<file path="src/rtl/mem_port_arbiter.sv">
// Round-robin arbiter sharing one memory read/write port among NREQ requesters.
// One transaction outstanding at a time; a timeout aborts a transaction whose valid never arrives.
module mem_port_arbiter #(
  parameter int unsigned NREQ    = 4,
  parameter int unsigned AW      = 11,
  parameter int unsigned DW      = 32,
  parameter int unsigned TIMEOUT = 8
) (
  input  logic               clk,
  input  logic               resetn,
  input  logic [NREQ-1:0]    req,
  input  logic [NREQ-1:0]    we,
  input  logic [NREQ*AW-1:0] adrs,
  input  logic [NREQ*DW-1:0] wdata,
  output logic [NREQ-1:0]    gnt,
  output logic [NREQ-1:0]    done,
  output logic [NREQ-1:0]    err,
  output logic [DW-1:0]      rdata,
  output logic               busy,
  output logic [AW-1:0]      mem_adrs,
  output logic [DW-1:0]      mem_wdata,
  output logic               mem_w_en,
  output logic               mem_r_en,
  input  logic [DW-1:0]      mem_rdata,
  input  logic               mem_r_valid,
  input  logic               mem_w_valid
);

  localparam int unsigned IW = (NREQ > 1) ? $clog2(NREQ) : 1;
  localparam int unsigned CW = $clog2(TIMEOUT);

  typedef enum logic [1:0] {
    S_IDLE,
    S_ISSUE,
    S_WAIT
  } state_t;

  state_t          state_q, state_nxt;
  logic [IW-1:0]   ptr_q, ptr_nxt;
  logic            op_we_q, op_we_nxt;
  logic [CW-1:0]   cnt_q, cnt_nxt;
  logic [IW-1:0]   sel;
  logic [IW-1:0]   cand;
  logic [NREQ-1:0] cur_onehot;

  logic [NREQ-1:0] gnt_nxt, done_nxt, err_nxt;
  logic [DW-1:0]   rdata_nxt, mem_wdata_nxt;
  logic [AW-1:0]   mem_adrs_nxt;
  logic            busy_nxt, w_en_nxt, r_en_nxt;

  // Scan downward so the nearest set bit after ptr is the last (winning) assignment.
  always_comb begin
    sel  = ptr_q;
    cand = ptr_q;
    for (int unsigned i = NREQ; i >= 1; i--) begin
      cand = IW'((32'(ptr_q) + i) % NREQ);
      if (req[cand]) sel = cand;
    end
  end

  assign cur_onehot = NREQ'(1) << ptr_q;

  // Next-state and registered-output computation.
  always_comb begin
    state_nxt     = state_q;
    ptr_nxt       = ptr_q;
    op_we_nxt     = op_we_q;
    cnt_nxt       = cnt_q;
    gnt_nxt       = '0;
    done_nxt      = '0;
    err_nxt       = '0;
    rdata_nxt     = rdata;
    busy_nxt      = busy;
    mem_adrs_nxt  = mem_adrs;
    mem_wdata_nxt = mem_wdata;
    w_en_nxt      = 1'b0;
    r_en_nxt      = 1'b0;

    case (state_q)
      S_IDLE: begin
        if (|req) begin
          ptr_nxt       = sel;
          op_we_nxt     = we[sel];
          mem_adrs_nxt  = adrs[32'(sel) * AW +: AW];
          mem_wdata_nxt = wdata[32'(sel) * DW +: DW];
          gnt_nxt       = NREQ'(1) << sel;
          w_en_nxt      = we[sel];
          r_en_nxt      = !we[sel];
          busy_nxt      = 1'b1;
          state_nxt     = S_ISSUE;
        end
      end

      S_ISSUE: begin
        cnt_nxt   = '0;
        state_nxt = S_WAIT;
      end

      S_WAIT: begin
        // Only the valid matching the latched operation completes the transaction.
        if (op_we_q ? mem_w_valid : mem_r_valid) begin
          done_nxt  = cur_onehot;
          if (!op_we_q) rdata_nxt = mem_rdata;
          busy_nxt  = 1'b0;
          state_nxt = S_IDLE;
        end else if (cnt_q == CW'(TIMEOUT - 1)) begin
          err_nxt   = cur_onehot;
          busy_nxt  = 1'b0;
          state_nxt = S_IDLE;
        end else begin
          cnt_nxt = cnt_q + CW'(1);
        end
      end

      default: state_nxt = S_IDLE;
    endcase
  end

  // State and output registers.
  always_ff @(posedge clk) begin
    if (!resetn) begin
      state_q   <= S_IDLE;
      ptr_q     <= IW'(NREQ - 1);
      op_we_q   <= 1'b0;
      cnt_q     <= '0;
      gnt       <= '0;
      done      <= '0;
      err       <= '0;
      rdata     <= '0;
      busy      <= 1'b0;
      mem_adrs  <= '0;
      mem_wdata <= '0;
      mem_w_en  <= 1'b0;
      mem_r_en  <= 1'b0;
    end else begin
      state_q   <= state_nxt;
      ptr_q     <= ptr_nxt;
      op_we_q   <= op_we_nxt;
      cnt_q     <= cnt_nxt;
      gnt       <= gnt_nxt;
      done      <= done_nxt;
      err       <= err_nxt;
      rdata     <= rdata_nxt;
      busy      <= busy_nxt;
      mem_adrs  <= mem_adrs_nxt;
      mem_wdata <= mem_wdata_nxt;
      mem_w_en  <= w_en_nxt;
      mem_r_en  <= r_en_nxt;
    end
  end

endmodule

</file>
<file path="config.mk">
export PLATFORM = sky130hd
export DESIGN_NAME = mem_port_arbiter
export DESIGN_NICKNAME = d
export VERILOG_FILES = /design/src/rtl/mem_port_arbiter.sv
export SDC_FILE = /design/constraint.sdc
export NUM_CORES = 1
export LEC_CHECK = 0
export BUFFER_PORTS_ARGS = -buffer_cell sky130_fd_sc_hd__buf_2
export CORE_AREA = 2 2 117 119
export CTS_CLUSTER_SIZE = 28
export DETAILED_ROUTE_END_ITERATION = 6
export DIE_AREA = 0 0 119 121
export MAX_ROUTING_LAYER = met4
export PLACE_DENSITY = 0.69
export SYNTH_ARGS = -nofsm -noshare
export SYNTH_HDL_FRONTEND = slang
export SYNTH_SLANG_ARGS = --single-unit
</file>
<file path="constraint.sdc">
create_clock -name clk -period 4.6 [get_ports clk]
set_input_delay 0.23 -clock clk [delete_from_list [all_inputs] [get_ports clk]]
set_output_delay 0.23 -clock clk [all_outputs]
set_load 0.005 [all_outputs]
</file>
**Yosys cells after proc, flatten, opt, wreduce, memory -nomap -nowiden**

Index checks and enable logic that the tools add are counted.

- Flip-flop bits (word level): 98
- Bits of input ports: 216

- Magnitude comparators: 5
- Multiply operators: 1
- Add/subtract/negate cells: 5
- Equality and inequality tests: 7
- Reduce and logical (&&, ||, !) cells: 13
- Shift operators: 4
- Mux-type cells: 26
- Bitwise operators: 4

Operators with widths:

| operator | count |
|---|---|
| indexed part select 128 x 8 -> 32 bit | 1 |
| indexed part select 44 x 7 -> 11 bit | 1 |
| less-than comparator 2 x 3 -> 1 bit, second input constant | 5 |
| AND reduction 3 bit | 5 |
| 2-to-1 mux 2 bit | 7 |
| binary-select mux 1 bit (select 2 bit) | 5 |
| 2-to-1 mux 1 bit | 9 |
| OR reduction 4 bit | 2 |
| left shift 1 x 2 -> 4 bit, first input constant | 2 |
| multiplier 2 x 4 -> 6 bit, second input constant | 1 |
| 2-to-1 mux 3 bit | 2 |
| != test 2 bit, second input constant | 3 |
| one-hot mux 2 bit (3 select lines) | 1 |
| one-hot mux 3 bit (2 select lines) | 1 |
| adder 2 x 1 -> 2 bit, second input constant | 2 |
| adder 2 bit, second input constant | 2 |
| NOT 1 bit | 4 |
| AND reduction 2 bit | 2 |
| nonzero test 2 bit | 2 |
| adder 3 x 1 -> 3 bit, second input constant | 1 |
| equality test 3 bit, second input constant | 1 |
| != test 3 bit, second input constant | 1 |
| equality test 2 x 1 -> 1 bit, second input constant | 1 |
| equality test 2 bit, second input constant | 1 |
| other kinds (3) | 3 |

**Longest topological paths before layout**

Gate-level depths: netlist of the first run.

- Depth in word-level cells: 10
- Depth in mapped cells: 10
- Gate-level depth less buffers: 7

**Worst setup path after synthesis of the first run**

OpenSTA, ideal clock, no wires.

- Path type: reg2reg
- From: reg ptr_q[0]
- To: reg op_we_q
- Period minus slack after synthesis: 2.122 ns
- Setup slack: 2.478 ns
- Setup time: 0.114 ns
- Required time: 4.486 ns
- Buffers on the path: 3
- Cell stages (with the launch flop): 11
- Arrival: 2.008 ns
- Path through: dfxtp_1 > buf_4 > inv_1 > ha_1 > a211o_1 > and2_1 > buf_2 > buf_2 > mux2i_1 > o22ai_2 > a21o_1

- Word-level cells in the longest chain between the ends: 9
- Elaborated cells on any way between the ends: 18

RTL lines:

| item | RTL line | source |
|---|---|---|
| from (decl) | 39 | `logic [IW-1:0] ptr_q, ptr_nxt;` |
| from (signal assigned) | 123 | `ptr_q <= IW'(NREQ - 1);` |
| from (signal assigned) | 137 | `ptr_q <= ptr_nxt;` |
| adder 2 x 1 -> 2 bit | 56 | `cand = IW'((32'(ptr_q) + i) % NREQ);` |
| binary-select mux 1 bit (select 2 bit) | 57 | `if (req[cand]) sel = cand;` |
| 2-to-1 mux 1 bit (implied by the code) | 57 |  |
| 2-to-1 mux 2 bit (3 in a row) | 57 |  |
| 2-to-1 mux 2 bit * | 57 |  |
| binary-select mux 1 bit (select 2 bit) * | 83 | `op_we_nxt = we[sel];` |
| 2-to-1 mux 1 bit (implied by the code) * | 83 |  |
| to (signal assigned) | 138 | `op_we_q <= op_we_nxt;` |
| to (decl) | 40 | `logic op_we_q, op_we_nxt;` |

Mark *: on every way between the ends. The rest lies on a longest branch, timed or not. The select of a mux whose other input is x is not followed.
A chain may end at the register's enable or synchronous reset.

**Worst setup path in the final report of the first run**

- From: reg ptr_q[0]
- To: reg mem_adrs[9]

- Word-level cells in the longest chain between the ends: 9
- Elaborated cells on any way between the ends: 18

RTL lines:

| item | RTL line | source |
|---|---|---|
| adder 2 x 1 -> 2 bit | 56 |  |
| binary-select mux 1 bit (select 2 bit) | 57 |  |
| 2-to-1 mux 1 bit (implied by the code) | 57 |  |
| 2-to-1 mux 2 bit (3 in a row) | 57 |  |
| 2-to-1 mux 2 bit * | 57 |  |
| multiplier 2 x 4 -> 6 bit * | 84 | `mem_adrs_nxt = adrs[32'(sel) * AW +: AW];` |
| indexed part select 44 x 7 -> 11 bit * | 84 |  |
| to (signal assigned) | 145 | `mem_adrs <= mem_adrs_nxt;` |
| to (decl) | 20 | `output logic [AW-1:0] mem_adrs,` |

Marked as above.

==> reports/metrics.csv, run 1 <==
metric;value;unit
hold depth;3;
# Post-CTS Setup Buffers;0;
clock share of power;0.264;
P per Cell Area;432.0;nW/µm²
Root Buffer;clkbuf_16;
CORE AREA;13090;µm²
setup violators final;0;
total gr overflow;0;
worst reg2reg startpoint;ptr_q[0]$_SDFFE_PN1P_;
H-tree levels;3;
post-synthesis area per instance;7.513;µm²
Syn Std Cell Area;4718;µm²
Placed Area;6335;µm²
cts hold-fix bufs;0;
antenna viol nets, final;0;
Mapped Cells;628;
count leader, synth;nand2_1;
Slowest-stage cell, CP;o211ai_4;
Sw Share;0.3505;
crit-path max cell delay;0.84;ns
Logic pwr share;0.356;
Placed Cells;1067;
Hold Crit Class;in -> reg;
P&R area growth vs syn;40.49;%
Seq cells post-synth;98;
top-area cell type share of the netlist area;0.4158;
clk sinks;98;
per-cell routed wire length;15.01;µm
CP Data Required Time;4.83;ns
die width;119;µm
die height;121;µm
Internal;1860;µW
fin worst setup slack;1.632;ns
worst-margin pin slew;1.134;ns
Inserted Clock Buffers;9;
initial antenna violation count;0;
met3 usage;0.05874;
kind of critical path;reg -> reg;
drt pass-1 iters;5;
reg2reg path depth;7;
hold path startpoint;wdata[9];
largest net degree at the start of global routing;74;
slew margin rel.;0.2437;
Synthesized Nets;850;
YS warnings;0;
R2R Setup Slk;1.63;ns
DP HPWL;11860;µm
EDFF count, synth;0;
critical path's top delay family;compound AO/OA/AOI/OAI gates;
crit share post-route;0.6452;
RSZ-0062 raised after global routing;false;
Layout Skew;0.003439;ns
total track usage;0.2253;
final critical-path required period;2.968;ns
clock slew at reported path FFs;0.07;ns
Worst R2R End;mem_adrs[9]$_SDFFE_PN0P_;
WHS Endpoint;mem_wdata[9]$_SDFFE_PN0P_;
post-synth top area cell;dfxtp_1;
fin. max-slew vios;0;
crit path cell chain;inv_1, ha_1, mux4_2, o211ai_4, buf_4, a21oi_1, a211o_1;
met2 Use GR;0.3736;
WL final;16240;µm
Bufs and invs on worst path;2;
non-filler cells, final;1082;
Main synth FF type;dfxtp_1;
worst slack, placed;1.577;ns
Vias;5364;
port bufs;305;
Clock Latency Late Sink;0.34;ns
met1 Use GR;0.2724;
synth top area cells;dfxtp_1 42%, nand2_1 18%, a21oi_1 11%, a211o_1 7.2%, mux2i_1 2.8%;
CTS max path bufs;2;
maxcap violations;0;
worst hold slack;0.1118;ns
num ports;306;
Lkg Pwr;0.003525;µW
arrival time worst endpoint;3.20;ns
TritonCTS clock tree;done;
GR peak layer;met2;
final instance area;6629;µm²
Critical Path Fanout Max;33;
type of origin of the critical path;flop;
Initial Util;0.3606;
die area;14400;µm²
ys async rst share;0;
Seq pwr share;0.379;
Max IR drop VDD;218.0;µV
top cells by count, synth;225 x nand2_1, 107 x a21oi_1, 98 x dfxtp_1;
Yosys cell types;38;
floorplan row count;42;
fillcell total;1362;
initial DRC count;304;
Nets;1124;
Fin. Hold Viols;0;
first-pass GRT wire length;25100;µm
maximum clock rate;336.9;MHz
sw power;1004;µW
gp weighted congestion;0.9171;
status;finished clean;
Residual DRC;0;
CP Capture Type;flop;
layout cells sized above 1;0.3720;
post-synthesis sequential area ratio;0.4158;
routed vias/inst;4.957;
vias in the first global route;5084;
setup TNS;0;ns
post-CTS sizing;0;
diode count;0;
worst max path at each step:
stage	from	depth (start not counted)	slack (ns)	end
after CTS	ptr_q[0]$_SDFFE_PN1P_	7	1.57	mem_wdata[13]$_SDFFE_PN0P_
final	ptr_q[0]$_SDFFE_PN1P_	7	1.63	mem_adrs[9]$_SDFFE_PN0P_
after global routing	ptr_q[0]$_SDFFE_PN1P_	7	1.36	mem_wdata[13]$_SDFFE_PN0P_
after global placement	ptr_q[0]$_SDFFE_PN1P_	7	1.70	mem_wdata[30]$_SDFFE_PN0P_
after detailed placement	ptr_q[0]$_SDFFE_PN1P_	7	1.58	mem_wdata[13]$_SDFFE_PN0P_
after floorplan	ptr_q[0]$_SDFFE_PN1P_	10	2.48	op_we_q$_SDFFE_PN0P_
stage by stage:
| step | utilization | total power [µW] |
|---|---|---|
| CTS | 0.5066 | 2899 |
| detailed placement | 0.4841 | 2127 |
| global route | 0.5066 | 3064 |
| global placement | 0.4841 | 2122 |
| floorplan | - | 1721 |
| finish | 0.5066 | 2864 |
cells by family (layout without fill, tap and decap cells):
kind of cell             Yosys count  after routing  share of synthesized area
buffers and inverters             57            335                    0.05250
multiplexers                      16             16                    0.03951
AND/OR/NAND/NOR                  269            269                     0.2304
flip-flops                        98             98                     0.4158
AO/OA/AOI/OAI                    182            182                     0.2458
adder cells (fa/ha/maj)            6              6                    0.01591
power groups by stage:
| stage | Clock (µW) | Combinational (µW) | Sequential (µW) |
|---|---|---|---|
| final | 757 | 1020 | 1090 |
| after global routing | 822 | 1140 | 1100 |
| after global placement | 0 | 1020 | 1100 |
| after detailed placement | 0 | 1020 | 1100 |
| after CTS | 784 | 1030 | 1090 |
| after floorplan | 0 | 619 | 1100 |
layer usage:
| layer | routed length [µm] | up-vias | share of wire |
|---|---|---|---|
| met2 | 7933 | 197 | 0.49 |
| met5 | 0 | - | 0 |
| met3 | 1043 | 24 | 0.064 |
| met1 | 6941 | 2473 | 0.43 |
| met4 | 321 | 0 | 0.020 |
| li1 | - | 2670 | - |
cell usage in the layout, fill, tap and decap left out, types with 2 or more instances in the layout:
master	netlist	layout
a211o_1	39	39
a21oi_1	107	107
a31oi_1	6	6
and2_1	9	8
buf_2	9	305
buf_4	2	5
clkbuf_16	0	9
dfxtp_1	98	98
ha_1	6	6
inv_1	9	9
mux2i_1	13	13
mux4_2	2	2
nand2_1	225	224
nor2_1	20	19
nor2_4	1	2
o211ai_1	8	8
o21a_1	2	2
o21ai_0	8	8
o22a_1	5	5
or3_1	6	6
layout make-up:
cell class                 count  area (µm²)  area share
clock buffer                  11       242.7     0.03662
tap                          176       220.2     0.03322
sequential                    98        1962      0.2960
multi-input combinational    473        2535      0.3824
clock inverter                 4       51.30    0.007739
timing repair buffer         311        1584      0.2390
inverter                       9       33.78    0.005096
flip-flops by register name, indices dropped and copies added (netlist names):
register,flops
state_q,2
ptr_q,2
op_we_q,1
cnt_q,3
err,4
rdata,32
mem_adrs,11
mem_w_en,1
done,4
mem_r_en,1
mem_wdata,32
busy,1
gnt,4
worst min-delay path, cell delays in order:
cell and delay [ns]:
buf_2 0.07, nand2_1 0.04, o211ai_1 0.07
Power figures use the tool's default switching activity.
==> inputs of run 2 (changes only) <==
- CORE_AREA: 2 2 117 119 -> 2 2 120 122
- DIE_AREA: 0 0 119 121 -> 0 0 122 124
- clock period: 4.6 -> 2.6 ns (I/O delays scaled with it)
==> reports/metrics.csv, run 2 (same netlist as run 1, synthesis figures left out) <==
metric;value;unit;change
status;finished clean;;
setup TNS;0;ns;unchanged
routed vias/inst;4.906;;-1.0%
maxcap violations;0;;unchanged
crit share post-route;0.9001;;+0.2549
most common cell after layout, fill and taps aside;buf_2;;
P&R area growth vs syn;43.70;%;
fillcell total;1417;;+4.0%
Worst R2R End;mem_wdata[2]$_SDFFE_PN0P_;;
die area;15130;µm²;+5.1%
initial DRC count;323;;+6.3%
die height;124;µm;+2.5%
Internal;3249;µW;+75%
Sw Share;0.3593;;+0.008836
Regs by FF count;mem_wdata x32, rdata x32, mem_adrs x11;;
Layout Skew;0.009662;ns;+0.006223 ns
setup violators final;0;;unchanged
Hold Crit Class;in -> reg;;
critical path's top delay family;compound AO/OA/AOI/OAI gates;;
die width;122;µm;+2.5%
worst hold slack;0.01134;ns;-0.1004 ns
total track usage;0.2157;;-0.009551
Inserted Clock Buffers;9;;unchanged
H-tree levels;3;;unchanged
most frequent cells in the layout;305 x buf_2, 224 x nand2_1, 107 x a21oi_1;;
Final Util;0.4942;;-0.01239
vias in the first global route;4903;;-3.6%
drt pass-1 iters;4;;-1
worst-margin pin slew;0.6280;ns;-0.5064 ns
CORE AREA;13720;µm²;+4.8%
first-pass GRT wire length;24600;µm;-2.0%
initial antenna violation count;0;;unchanged
crit-path max cell delay;0.45;ns;-0.39 ns
kind of critical path;reg -> reg;;
hold path startpoint;wdata[30];;
num ports;306;;unchanged
Vias;5421;;+1.1%
port bufs;305;;unchanged
crit path cell chain;inv_1, ha_1, mux4_2, o211ai_4, buf_12, a21oi_1, a211o_1;;
WHS Endpoint;mem_wdata[30]$_SDFFE_PN0P_;;
hold depth;3;;unchanged
Logic pwr share;0.375;;+0.019
total gr overflow;0;;unchanged
P per Cell Area;748.0;nW/µm²;+73%
Bufs and invs on worst path;2;;unchanged
Power, Total;5072;µW;+77%
diode count;0;;unchanged
layout cells sized above 1;0.3784;;+0.006414
WL final;16810;µm;+3.5%
per-cell routed wire length;15.22;µm;+1.4%
arrival time worst endpoint;2.58;ns;-0.62 ns
reg2reg path depth;7;;unchanged
slew margin rel.;0.5806;;+0.3369
Root Buffer;clkbuf_16;;
Lkg Pwr;0.003602;µW;+2.2%
CP Capture Type;flop;;
CP Data Required Time;2.84;ns;-1.99 ns
CTS max path bufs;2;;unchanged
clock slew at reported path FFs;0.07;ns;about the same
Critical Path Fanout Max;28;;-15%
R2R Setup Slk;0.26;ns;-1.37 ns
TritonCTS clock tree;done;;
Residual DRC;0;;unchanged
sw power;1822;µW;+82%
Initial Util;0.3439;;-0.01667
worst reg2reg startpoint;ptr_q[0]$_SDFFE_PN1P_;;
gp weighted congestion;0.8761;;-4.5%
type of origin of the critical path;flop;;
clk sinks;98;;unchanged
fin. max-slew vios;0;;unchanged
Clock Latency Late Sink;0.35;ns;about the same
Nets;1143;;+1.7%
antenna viol nets, final;0;;unchanged
largest net degree at the start of global routing;47;;-36%
Fin. Hold Viols;0;;unchanged
clock share of power;0.247;;-0.017
floorplan row count;43;;+2.4%
final critical-path required period;2.340;ns;-0.6276 ns
Max IR drop VDD;355.8;µV;+63%
maximum clock rate;427.3;MHz;+27%
Seq pwr share;0.378;;about the same
RSZ-0062 raised after global routing;false;;
Slowest-stage cell, CP;o211ai_4;;
DP HPWL;12540;µm;+5.7%
==> run 2: cell count changes in the layout (fill, tap and decap cells not counted) <==
cell,previous run,this run
buf_4,5,17
dlygate4sd3_1,0,6
clkinv_4,0,2
buf_12,1,2
bufinv_16,1,0
clkbuf_8,1,0
clkinv_2,1,0
clkinvlp_4,1,2
==> run 2: stage by stage <==
step           instance area (µm²)  cells  setup slack [ns]
6_report                      6780   1105            0.2598
5_1_grt                       6780   1105            0.1352
4_1_cts                       6780   1105            0.2459
3_5_place_dp                  6450   1084            0.2652
3_3_place_gp                  6450   1084            0.3325
2_1_floorplan                 4718    628            0.4779
==> run 2: cell type report <==
| cell class | count | area, µm² | share of cell area |
|---|---|---|---|
| clock inverter | 5 | 41.29 | 0.006090 |
| multi-input combinational | 473 | 2535 | 0.3739 |
| timing repair buffer | 330 | 1754 | 0.2587 |
| clock buffer | 10 | 229.0 | 0.03377 |
| tap | 180 | 225.2 | 0.03322 |
| sequential | 98 | 1962 | 0.2894 |
| inverter | 9 | 33.78 | 0.004982 |
==> run 2: routing by layer <==
metal,track usage,routed length (µm),vias to the layer above
met3,0.04258,1066,28
met1,0.2704,7057,2468
met2,0.3401,8326,210
li1,-,-,2715
met5,-,0,-
met4,0.09195,363,0
==> run 2: worst max path at each step <==
stage	startpoint	endpoint	depth (start not counted)
global placement	ptr_q[0]$_SDFFE_PN1P_	mem_wdata[5]$_SDFFE_PN0P_	7
detailed placement	ptr_q[0]$_SDFFE_PN1P_	mem_wdata[2]$_SDFFE_PN0P_	7
floorplan	ptr_q[0]$_SDFFE_PN1P_	op_we_q$_SDFFE_PN0P_	10
finish	ptr_q[0]$_SDFFE_PN1P_	mem_wdata[2]$_SDFFE_PN0P_	7
CTS	ptr_q[0]$_SDFFE_PN1P_	mem_wdata[0]$_SDFFE_PN0P_	7
global route	ptr_q[0]$_SDFFE_PN1P_	mem_wdata[5]$_SDFFE_PN0P_	7
==> run 2: worst reg2reg max path: cells and delay by family (launching register included) <==
kind	cells	cell delay (ns)
buf+inv	2	0.34
compound gates	3	0.79
flops	1	0.42
mux	1	0.35
fa+ha+maj	1	0.33
==> run 2: power groups by stage <==
| stage | logic (µW) | registers [µW] | clock network, µW |
|---|---|---|---|
| final | 1900 | 1910 | 1250 |
| after global routing | 2110 | 1950 | 1360 |
| after CTS | 1920 | 1910 | 1290 |
| after detailed placement | 1900 | 1940 | 0 |
| after global placement | 1890 | 1940 | 0 |
| after floorplan | 1100 | 1950 | 0 |
==> run 2: repair_timing <==
action / 4_1_cts / 5_1_grt
hold buffers: 6 / 0
endpoints found under the hold margin: 6 / 0
gates resized for setup: 0 / 0
setup buffers: 0 / 0
